## src/rtl/cmp_threshold_monitor_pkg.sv

```systemverilog
// Shared types and limits for the threshold monitor.
// State encoding is exported on state_o, so values are fixed.
package cmp_threshold_monitor_pkg;

  typedef enum logic [2:0] {
    ST_OK       = 3'd0,
    ST_HI_PEND  = 3'd1,
    ST_HI_ALARM = 3'd2,
    ST_LO_PEND  = 3'd3,
    ST_LO_ALARM = 3'd4
  } state_t;

  localparam int RUN_W   = 8;
  localparam int DEB_MIN = 1;
  localparam int DEB_MAX = 255;

  // Out-of-range debounce lengths are pinned to the legal range.
  function automatic logic [RUN_W-1:0] deb_clamp(input int d);
    int c;
    c = d;
    if (c < DEB_MIN) c = DEB_MIN;
    if (c > DEB_MAX) c = DEB_MAX;
    return c[RUN_W-1:0];
  endfunction

endpackage

```

## src/rtl/cmp_threshold_monitor_mag_cmp_unit.sv

```systemverilog
// Unsigned magnitude comparator with gt/eq/lt flags.
// Instanced once per threshold by the monitor.
module mag_cmp_unit #(
  parameter int WIDTH = 16
) (
  input  logic [WIDTH-1:0] a,
  input  logic [WIDTH-1:0] b,
  output logic             gt,
  output logic             eq,
  output logic             lt
);

  assign gt = (a > b);
  assign eq = (a == b);
  assign lt = (a < b);

endmodule

```

## src/rtl/cmp_threshold_monitor.sv

```systemverilog
// Debounced high/low threshold monitor with sticky alarms,
// change pulse and saturating alarm-entry counter.
module cmp_threshold_monitor
  import cmp_threshold_monitor_pkg::*;
#(
  parameter int WIDTH    = 16,
  parameter int DEBOUNCE = 4,
  parameter int EVT_W    = 8
) (
  input  logic             clk,
  input  logic             rst,
  input  logic             sample_valid,
  input  logic [WIDTH-1:0] sample,
  input  logic [WIDTH-1:0] th_hi,
  input  logic [WIDTH-1:0] th_lo,
  output logic             alarm_hi,
  output logic             alarm_lo,
  output logic             alarm_change,
  output logic [EVT_W-1:0] evt_cnt,
  output logic [2:0]       state_o
);

  localparam logic [RUN_W-1:0] DEB = deb_clamp(DEBOUNCE);
  localparam logic [RUN_W-1:0] ONE = RUN_W'(1);
  localparam logic [RUN_W-1:0] ZERO = '0;

  logic gt_hi, eq_hi, lt_hi;
  logic gt_lo, eq_lo, lt_lo;
  logic above, below;
  logic unused_cmp;

  state_t           state_q, state_d;
  logic [RUN_W-1:0] run_q, run_d;
  logic [RUN_W-1:0] run_inc;
  logic             hit;
  logic             hi_d, lo_d;
  logic             entry;

  mag_cmp_unit #(.WIDTH(WIDTH)) u_cmp_hi (
    .a  (sample),
    .b  (th_hi),
    .gt (gt_hi),
    .eq (eq_hi),
    .lt (lt_hi)
  );

  mag_cmp_unit #(.WIDTH(WIDTH)) u_cmp_lo (
    .a  (sample),
    .b  (th_lo),
    .gt (gt_lo),
    .eq (eq_lo),
    .lt (lt_lo)
  );

  assign unused_cmp = ^{eq_hi, lt_hi, gt_lo, eq_lo};

  // Inverted thresholds can flag both; above wins.
  assign above = gt_hi;
  assign below = lt_lo & ~gt_hi;

  assign run_inc = run_q + ONE;
  assign hit     = (run_inc == DEB);

  always_comb begin
    state_d = state_q;
    run_d   = run_q;
    case (state_q)
      ST_OK: begin
        if (sample_valid) begin
          if (above) begin
            state_d = (DEB == ONE) ? ST_HI_ALARM : ST_HI_PEND;
            run_d   = (DEB == ONE) ? ZERO : ONE;
          end else if (below) begin
            state_d = (DEB == ONE) ? ST_LO_ALARM : ST_LO_PEND;
            run_d   = (DEB == ONE) ? ZERO : ONE;
          end
        end
      end
      ST_HI_PEND: begin
        if (sample_valid) begin
          if (above) begin
            state_d = hit ? ST_HI_ALARM : ST_HI_PEND;
            run_d   = hit ? ZERO : run_inc;
          end else if (below) begin
            state_d = ST_LO_PEND;
            run_d   = ONE;
          end else begin
            state_d = ST_OK;
            run_d   = ZERO;
          end
        end
      end
      ST_LO_PEND: begin
        if (sample_valid) begin
          if (below) begin
            state_d = hit ? ST_LO_ALARM : ST_LO_PEND;
            run_d   = hit ? ZERO : run_inc;
          end else if (above) begin
            state_d = ST_HI_PEND;
            run_d   = ONE;
          end else begin
            state_d = ST_OK;
            run_d   = ZERO;
          end
        end
      end
      ST_HI_ALARM: begin
        if (sample_valid) begin
          if (above) begin
            run_d = ZERO;
          end else begin
            state_d = hit ? ST_OK : ST_HI_ALARM;
            run_d   = hit ? ZERO : run_inc;
          end
        end
      end
      ST_LO_ALARM: begin
        if (sample_valid) begin
          if (below) begin
            run_d = ZERO;
          end else begin
            state_d = hit ? ST_OK : ST_LO_ALARM;
            run_d   = hit ? ZERO : run_inc;
          end
        end
      end
      default: begin
        state_d = ST_OK;
        run_d   = ZERO;
      end
    endcase
  end

  assign hi_d  = (state_d == ST_HI_ALARM);
  assign lo_d  = (state_d == ST_LO_ALARM);
  assign entry = (hi_d & ~alarm_hi) | (lo_d & ~alarm_lo);

  always_ff @(posedge clk) begin
    if (rst) begin
      state_q      <= ST_OK;
      run_q        <= '0;
      alarm_hi     <= 1'b0;
      alarm_lo     <= 1'b0;
      alarm_change <= 1'b0;
      evt_cnt      <= '0;
    end else begin
      state_q      <= state_d;
      run_q        <= run_d;
      alarm_hi     <= hi_d;
      alarm_lo     <= lo_d;
      alarm_change <= (hi_d ^ alarm_hi) | (lo_d ^ alarm_lo);
      if (entry && (evt_cnt != {EVT_W{1'b1}})) begin
        evt_cnt <= evt_cnt + EVT_W'(1);
      end
    end
  end

  assign state_o = state_q;

endmodule

```

## config.mk

```make
export PLATFORM = sky130hd
export DESIGN_NAME = cmp_threshold_monitor
export DESIGN_NICKNAME = d
export VERILOG_FILES = /design/src/rtl/cmp_threshold_monitor_pkg.sv /design/src/rtl/cmp_threshold_monitor_mag_cmp_unit.sv /design/src/rtl/cmp_threshold_monitor.sv
export SDC_FILE = /design/constraint.sdc
export NUM_CORES = 1
export LEC_CHECK = 0
export ABC_AREA = 1
export CORE_AREA = 3 3 72 74
export CTS_CLUSTER_SIZE = 25
export DETAILED_ROUTE_END_ITERATION = 10
export DIE_AREA = 0 0 75 77
export PLACE_DENSITY = 0.79
export SLEW_MARGIN = 10
export SYNTH_ARGS = -nofsm -noshare
export SYNTH_HDL_FRONTEND = slang
export SYNTH_SLANG_ARGS = --single-unit
```

## constraint.sdc

```tcl
create_clock -name clk -period 3.68 [get_ports clk]
set_input_delay 0.368 -clock clk [delete_from_list [all_inputs] [get_ports clk]]
set_output_delay 0.368 -clock clk [all_outputs]
set_load 0.1 [all_outputs]
```

Yosys cells after proc, flatten, opt, wreduce, memory -nomap -nowiden
Index checks and enable logic that the tools add are counted.
{ "word_totals": {"ff_bits": 22, "output_inout_bits": 14} }
{ "op_classes": {"addsub": 2, "n_lt_le_gt_ge": 2, "n_eq_ne": 14, "muxes": 33, "bitwise": 10, "reduce_logical": 3} }
{ "op_table": {"columns": ["op", "count"], "rows": [
  ["two-way mux 8 bit", 12],
  ["one-hot mux 8 bit (5 select lines)", 1],
  ["two-way mux 3 bit", 12],
  ["adder 8 x 1 -> 8 bit (second input constant)", 2],
  ["greater-than comparator 16 bit", 1],
  ["less-than comparator 16 bit", 1],
  ["one-hot mux 3 bit (5 select lines)", 1],
  ["!= test 2 bit (second input constant)", 5],
  ["equality test 3 x 2 -> 1 bit (second input constant)", 3],
  ["equality test 8 x 3 -> 1 bit (second input constant)", 1],
  ["two-way mux 2 bit", 4],
  ["!= test 8 bit (second input constant)", 1],
  ["equality test 3 bit (second input constant)", 2],
  ["AND reduction 6 bit", 1],
  ["bitwise AND 1 bit", 3],
  ["equality test 3 x 1 -> 1 bit (second input constant)", 1],
  ["zero test 3 bit", 1],
  ["two-way mux 1 bit", 3],
  ["!= test 3 bit (second input constant)", 1],
  ["inverter 1 bit", 3],
  ["bitwise OR 1 bit", 2],
  ["bitwise XOR 1 bit", 2],
  ["logical AND 1 bit", 1]
]} }

Longest topological paths before layout
{ "depth": {"depth_word": 11, "mapped_depth": 29} }

Hierarchy
Synthesis repeated with hierarchy kept, for this count alone.
{ "hier_totals": {"hier_cells": 355, "hier_area_um2": 2222.1} }
{ "by_module_without_submodules": {"columns": ["module", "instances", "cells_per_inst", "area_per_inst_um2"], "rows": [
  ["cmp_threshold_monitor", 1, 209, 1343.8],
  ["mag_cmp_unit", 2, 73, 439.2]
]} }

Worst setup path before layout
Ideal clock, no wire load.
{ "synth_path": {"path_kind": "register to register", "start": "register state_q[1] (netlist: state_o[1])", "end": "register evt_cnt[7]", "setup_time_ns": 0.079, "arrival_time_ns": 3.209, "required_ns": 3.601, "slack_ns": 0.393, "stages_incl_launch_ff": 20, "path_buffers": 0, "cell_sequence": "dfxtp_1 inv_1 nor3_1 nand2_1 nand2_2 nand2_1 nand2_1 nand2_1 nand2_2 inv_1 nor2_2 ha_1 or2_2 nand2_1 nor2_1 nand3_1 or2_2 nor2_1 a21oi_1 nor3_1"} }
{ "synth_via": {"elab_chain_len": 8} }
{ "synth_lines": {"columns": ["item", "line_no", "source"], "rows": [
  ["start: declaration", "cmp_threshold_monitor.sv:32", "state_t state_q, state_d;"],
  ["start signal: assignment", "cmp_threshold_monitor.sv:147", "state_q <= state_d;"],
  ["two-way mux 3 bit", "cmp_threshold_monitor.sv:73", "end else if (below) begin"],
  ["two-way mux 3 bit", "cmp_threshold_monitor.sv:70", "if (above) begin"],
  ["two-way mux 3 bit", "cmp_threshold_monitor.sv:69", "if (sample_valid) begin"],
  ["one-hot mux 3 bit (5 select lines) (*)", "cmp_threshold_monitor.sv:67", "case (state_q)"],
  ["equality test 3 x 2 -> 1 bit (*)", "cmp_threshold_monitor.sv:134", "assign hi_d = (state_d == ST_HI_ALARM);"],
  ["net hi_d", "cmp_threshold_monitor.sv:36", "logic hi_d, lo_d;"],
  ["bitwise AND 1 bit (*)", "cmp_threshold_monitor.sv:136", "assign entry = (hi_d & ~alarm_hi) | (lo_d & ~alarm_lo);"],
  ["bitwise OR 1 bit (*)", "cmp_threshold_monitor.sv:136", null],
  ["logical AND 1 bit (*)", "cmp_threshold_monitor.sv:152", "if (entry && (evt_cnt != {EVT_W{1'b1}})) begin"],
  ["end signal: assignment", "cmp_threshold_monitor.sv:153", "evt_cnt <= evt_cnt + EVT_W'(1);"],
  ["end: declaration", "cmp_threshold_monitor.sv:19", "output logic [EVT_W-1:0] evt_cnt,"]
]} }
The timed path passes the listed nets; every way through them passes the cells marked *.
A chain may end at the register's enable or synchronous reset.

Final worst setup path
{ "layout_path": {"start": "input port sample[5]", "end": "register evt_cnt[7]"} }
{ "layout_via": {"elab_chain_len": 11} }
{ "layout_lines": {"columns": ["item", "line_no", "source"], "rows": [
  ["start: declaration", "cmp_threshold_monitor.sv:13", "input logic [WIDTH-1:0] sample,"],
  ["greater-than comparator 16 bit", "cmp_threshold_monitor_mag_cmp_unit.sv:13", "assign gt = (a > b);"],
  ["inverter 1 bit", "cmp_threshold_monitor.sv:59", "assign below = lt_lo & ~gt_hi;"],
  ["bitwise AND 1 bit", "cmp_threshold_monitor.sv:59", null],
  ["two-way mux 2 bit or two-way mux 3 bit (tied branches)", "cmp_threshold_monitor.sv:84, cmp_threshold_monitor.sv:73", null],
  ["two-way mux 2 bit or two-way mux 3 bit (tied branches)", "cmp_threshold_monitor.sv:81, cmp_threshold_monitor.sv:70", null],
  ["two-way mux 3 bit, on equally long branches", "cmp_threshold_monitor.sv:80, cmp_threshold_monitor.sv:69", null],
  ["one-hot mux 3 bit (5 select lines) (*)", "cmp_threshold_monitor.sv:67", null],
  ["equality test 3 x 2 -> 1 bit (*)", "cmp_threshold_monitor.sv:134", null],
  ["net hi_d", "cmp_threshold_monitor.sv:36", null],
  ["bitwise AND 1 bit (*)", "cmp_threshold_monitor.sv:136", null],
  ["bitwise OR 1 bit (*)", "cmp_threshold_monitor.sv:136", null],
  ["logical AND 1 bit (*)", "cmp_threshold_monitor.sv:152", null]
]} }
Marks and branches as above.

==> metrics <==
# nets final slightly above 500; Clock Path Buffers 2; Clock transition at path regs about 0.09 ns; # rows 25; placed cell count 470; DRC viols 0; Pwr per Cell Area 323 nW/um^2; total clock buffers created by CTS 3; final wirelength 5.33 mm; r2r worst-path depth 24; clock skew 0.00990 ns; Initial Util 0.472; CTS H-tree depth 1; GRT Total Usage 0.187; Startpoint Class input pin; Hold Crit Depth 2; Chip Height 77 microns; root buf cell clkbuf_8; clock sinks 22; PortBufs 64; Post-DP HPWL 4.33 mm; main combinational cell family by area after synthesis simple AND/OR/NAND/NOR gates; maxcap violations 0; sequential share of the synthesized area 0.200; first-pass GRT wire length 8.99 mm; hold_buf cts 0; Antenna diodes 0; WP data arrival ~3.6 ns; largest net degree at the start of global routing 17; Synth cell types 30; initial antenna violation count 0; Slew HR 0.344; Core Box Area 4660 sq um; synthesized instance count 352; number of synthesized flops with an enable pin 0; Yosys Warn Count 0; commonest non-fill, non-tap cells in the layout nand2_1, inv_1, clkdlybuf4s50_1, ha_1, nor2_1; First-pass DRT Iterations 4; Lkg Pwr between 1 and 1.5 nW; worst-path maximum fanout 4; vias per cell between 4 and 5; RePlAce Congestion 0.882; Clk pwr share 0.231; status complete, no violations; Primary FF master, synth dfxtp_1; Pint around 0.00057 W; Crit Path Class in2reg; Final Hold Vio Count 0; Comb power frac 0.486; final core occ 0.648; Worst VDD drop roughly 0.47 mV; mux share of post-synthesis cell area 0; most common cell after layout, fill and taps aside nand2_1; share of cells above drive strength 1 0.0855; Finished Layout Cells 475; Hold WC Path Type reg2reg; I/O Pins 65; Worst-Margin Slew 0.981 ns; total congestion overflow 0; Avg WL per Cell approximately 11 microns; number of global-route vias before repair 2229; post-synthesis simple-gate area fraction 0.357; CP required just under 4 ns; Area Overhead vs Synth 37.1%; sw power 0.000399 W; Net Sw Frac 0.410; Setup Viol. Count Final 0; syn_area_per_cell 6.25 sq um; ANT nets after route 0; Async S/R FF share, synth 0; post-synthesis xor/xnor area fraction 0.0199; via count 2314; Max Fclk between 200 and 300 MHz; final worst path period share 0.934; Final min period 3.44 ns; Slew Viols, Final 0; syn_nets approximately 440; Synth Area in Compound Gates 0.0944; Die W 75 microns; violation count after the first detailed-routing iteration 99; Clk Latency, worst-skew pair 0.26 ns; adder-cell share of the synthesized area 0.199; FF+latch count, synth 22; Die Footprint about 5800 sq um; sequential power share 0.283; cell area after synthesis 2200 sq um; Crit. End Element flop; CTS tree built
==> sequential cells by signal, summed over array words and instances (netlist names) <==
signal        count
state_o           3
evt_cnt           8
run_q             8
alarm_lo          1
alarm_hi          1
alarm_change      1
==> cell usage after synthesis (all sizes together) (2+ instances only) <==
library cell | count | area share
nand2 | 99 | 0.18
inv | 74 | 0.13
nor2 | 39 | 0.076
ha | 35 | 0.20
a21oi | 29 | 0.068
dfxtp | 22 | 0.20
nand3 | 20 | 0.048
o21ai | 8 | 0.020
nor3 | 6 | 0.016
xor2 | 5 | 0.020
nand4 | 4 | 0.014
or2 | 4 | 0.011
clkbuf | 2 | 0.0034
==> stage by stage <==
stage / hold WS (ns) / setup TNS (ns) / cell area (sq um) / total power (W) / setup WS, ns
floorplan: 0.454 / 0 / 2200 / 0.000596 / 0.393
finish: 0.486 / 0 / 3020 / 0.000973 / 0.242
global route: 0.522 / -0.0132 / 3020 / 0.00104 / -0.0132
detailed placement: 0.470 / -0.0996 / 2920 / 0.000741 / -0.0996
CTS: 0.483 / 0 / 2990 / 0.000968 / 0.178
global placement: 0.462 / 0 / 2920 / 0.000730 / 0.0391
==> path summary, 6_finish.rpt <==
check	to	from	slack [ns]
setup / recovery	evt_cnt[7]$_SDFFE_PP0P_	sample[5]	0.24
setup reg to reg	evt_cnt[7]$_SDFFE_PP0P_	run_q[0]$_SDFFE_PP0P_	0.58
hold / removal	run_q[7]$_SDFFE_PP0P_	run_q[7]$_SDFFE_PP0P_	0.49
hold reg to reg	run_q[7]$_SDFFE_PP0P_	run_q[7]$_SDFFE_PP0P_	0.49
==> what timing repair did <==
action                     in CTS  in global routing
setup buffers                   0                  1
resized for setup               0                  8
setup endpoints to repair       0                  2
==> layer usage <==
metal	part of all wire	global-route usage
met1	0.46	0.248
met2	0.48	0.320
met3	0.051	0.0223
met4	0.0056	0.0356
met5	0	0
==> power groups by stage <==
stage	Clock [W]	Combinational [W]	Sequential (W)
after CTS	0.000229	0.000465	0.000274
final	0.000225	0.000473	0.000275
after global routing	0.000239	0.000520	0.000277
after detailed placement	0	0.000463	0.000279
after floorplan	0	0.000200	0.000396
after global placement	0	0.000452	0.000279
==> layout make-up <==
cell class                      instances  area, sq um
Clock buffer                            3         41.3
Clock inverter                          1         30.0
Fill cell                             384         1640
Inverter                               74          278
Multi-Input combinational cell        254         1500
Sequential cell                        22          440
Tap cell                               54         67.6
Timing Repair Buffer                   67          663
==> kinds of logic after synthesis <==
group | count (synthesis)
compound gates | 39
xor+xnor | 5
fa+ha+maj | 35
buf+inv | 76
flops | 22
simple gates | 175
==> critical path, cell delays in order <==
cell	delay (ns)
clkdlybuf4s50_1	0.45
ha_1	0.33
a21oi_1	0.13
nor2_1	0.05
nor3_1	0.14
nand2_1	0.10
a21oi_1	0.24
nand2_2	0.13
inv_1	0.10
nand2_2	0.07
o21ai_2	0.19
nand2_4	0.09
nand2_4	0.07
nor2_2	0.04
ha_1	0.17
or2_2	0.26
nand2_1	0.10
nor2_2	0.04
nand3_1	0.09
or2_4	0.14
nor2_2	0.04
and3_1	0.14
nor3_1	0.15
(Power assumes the default switching activity.)
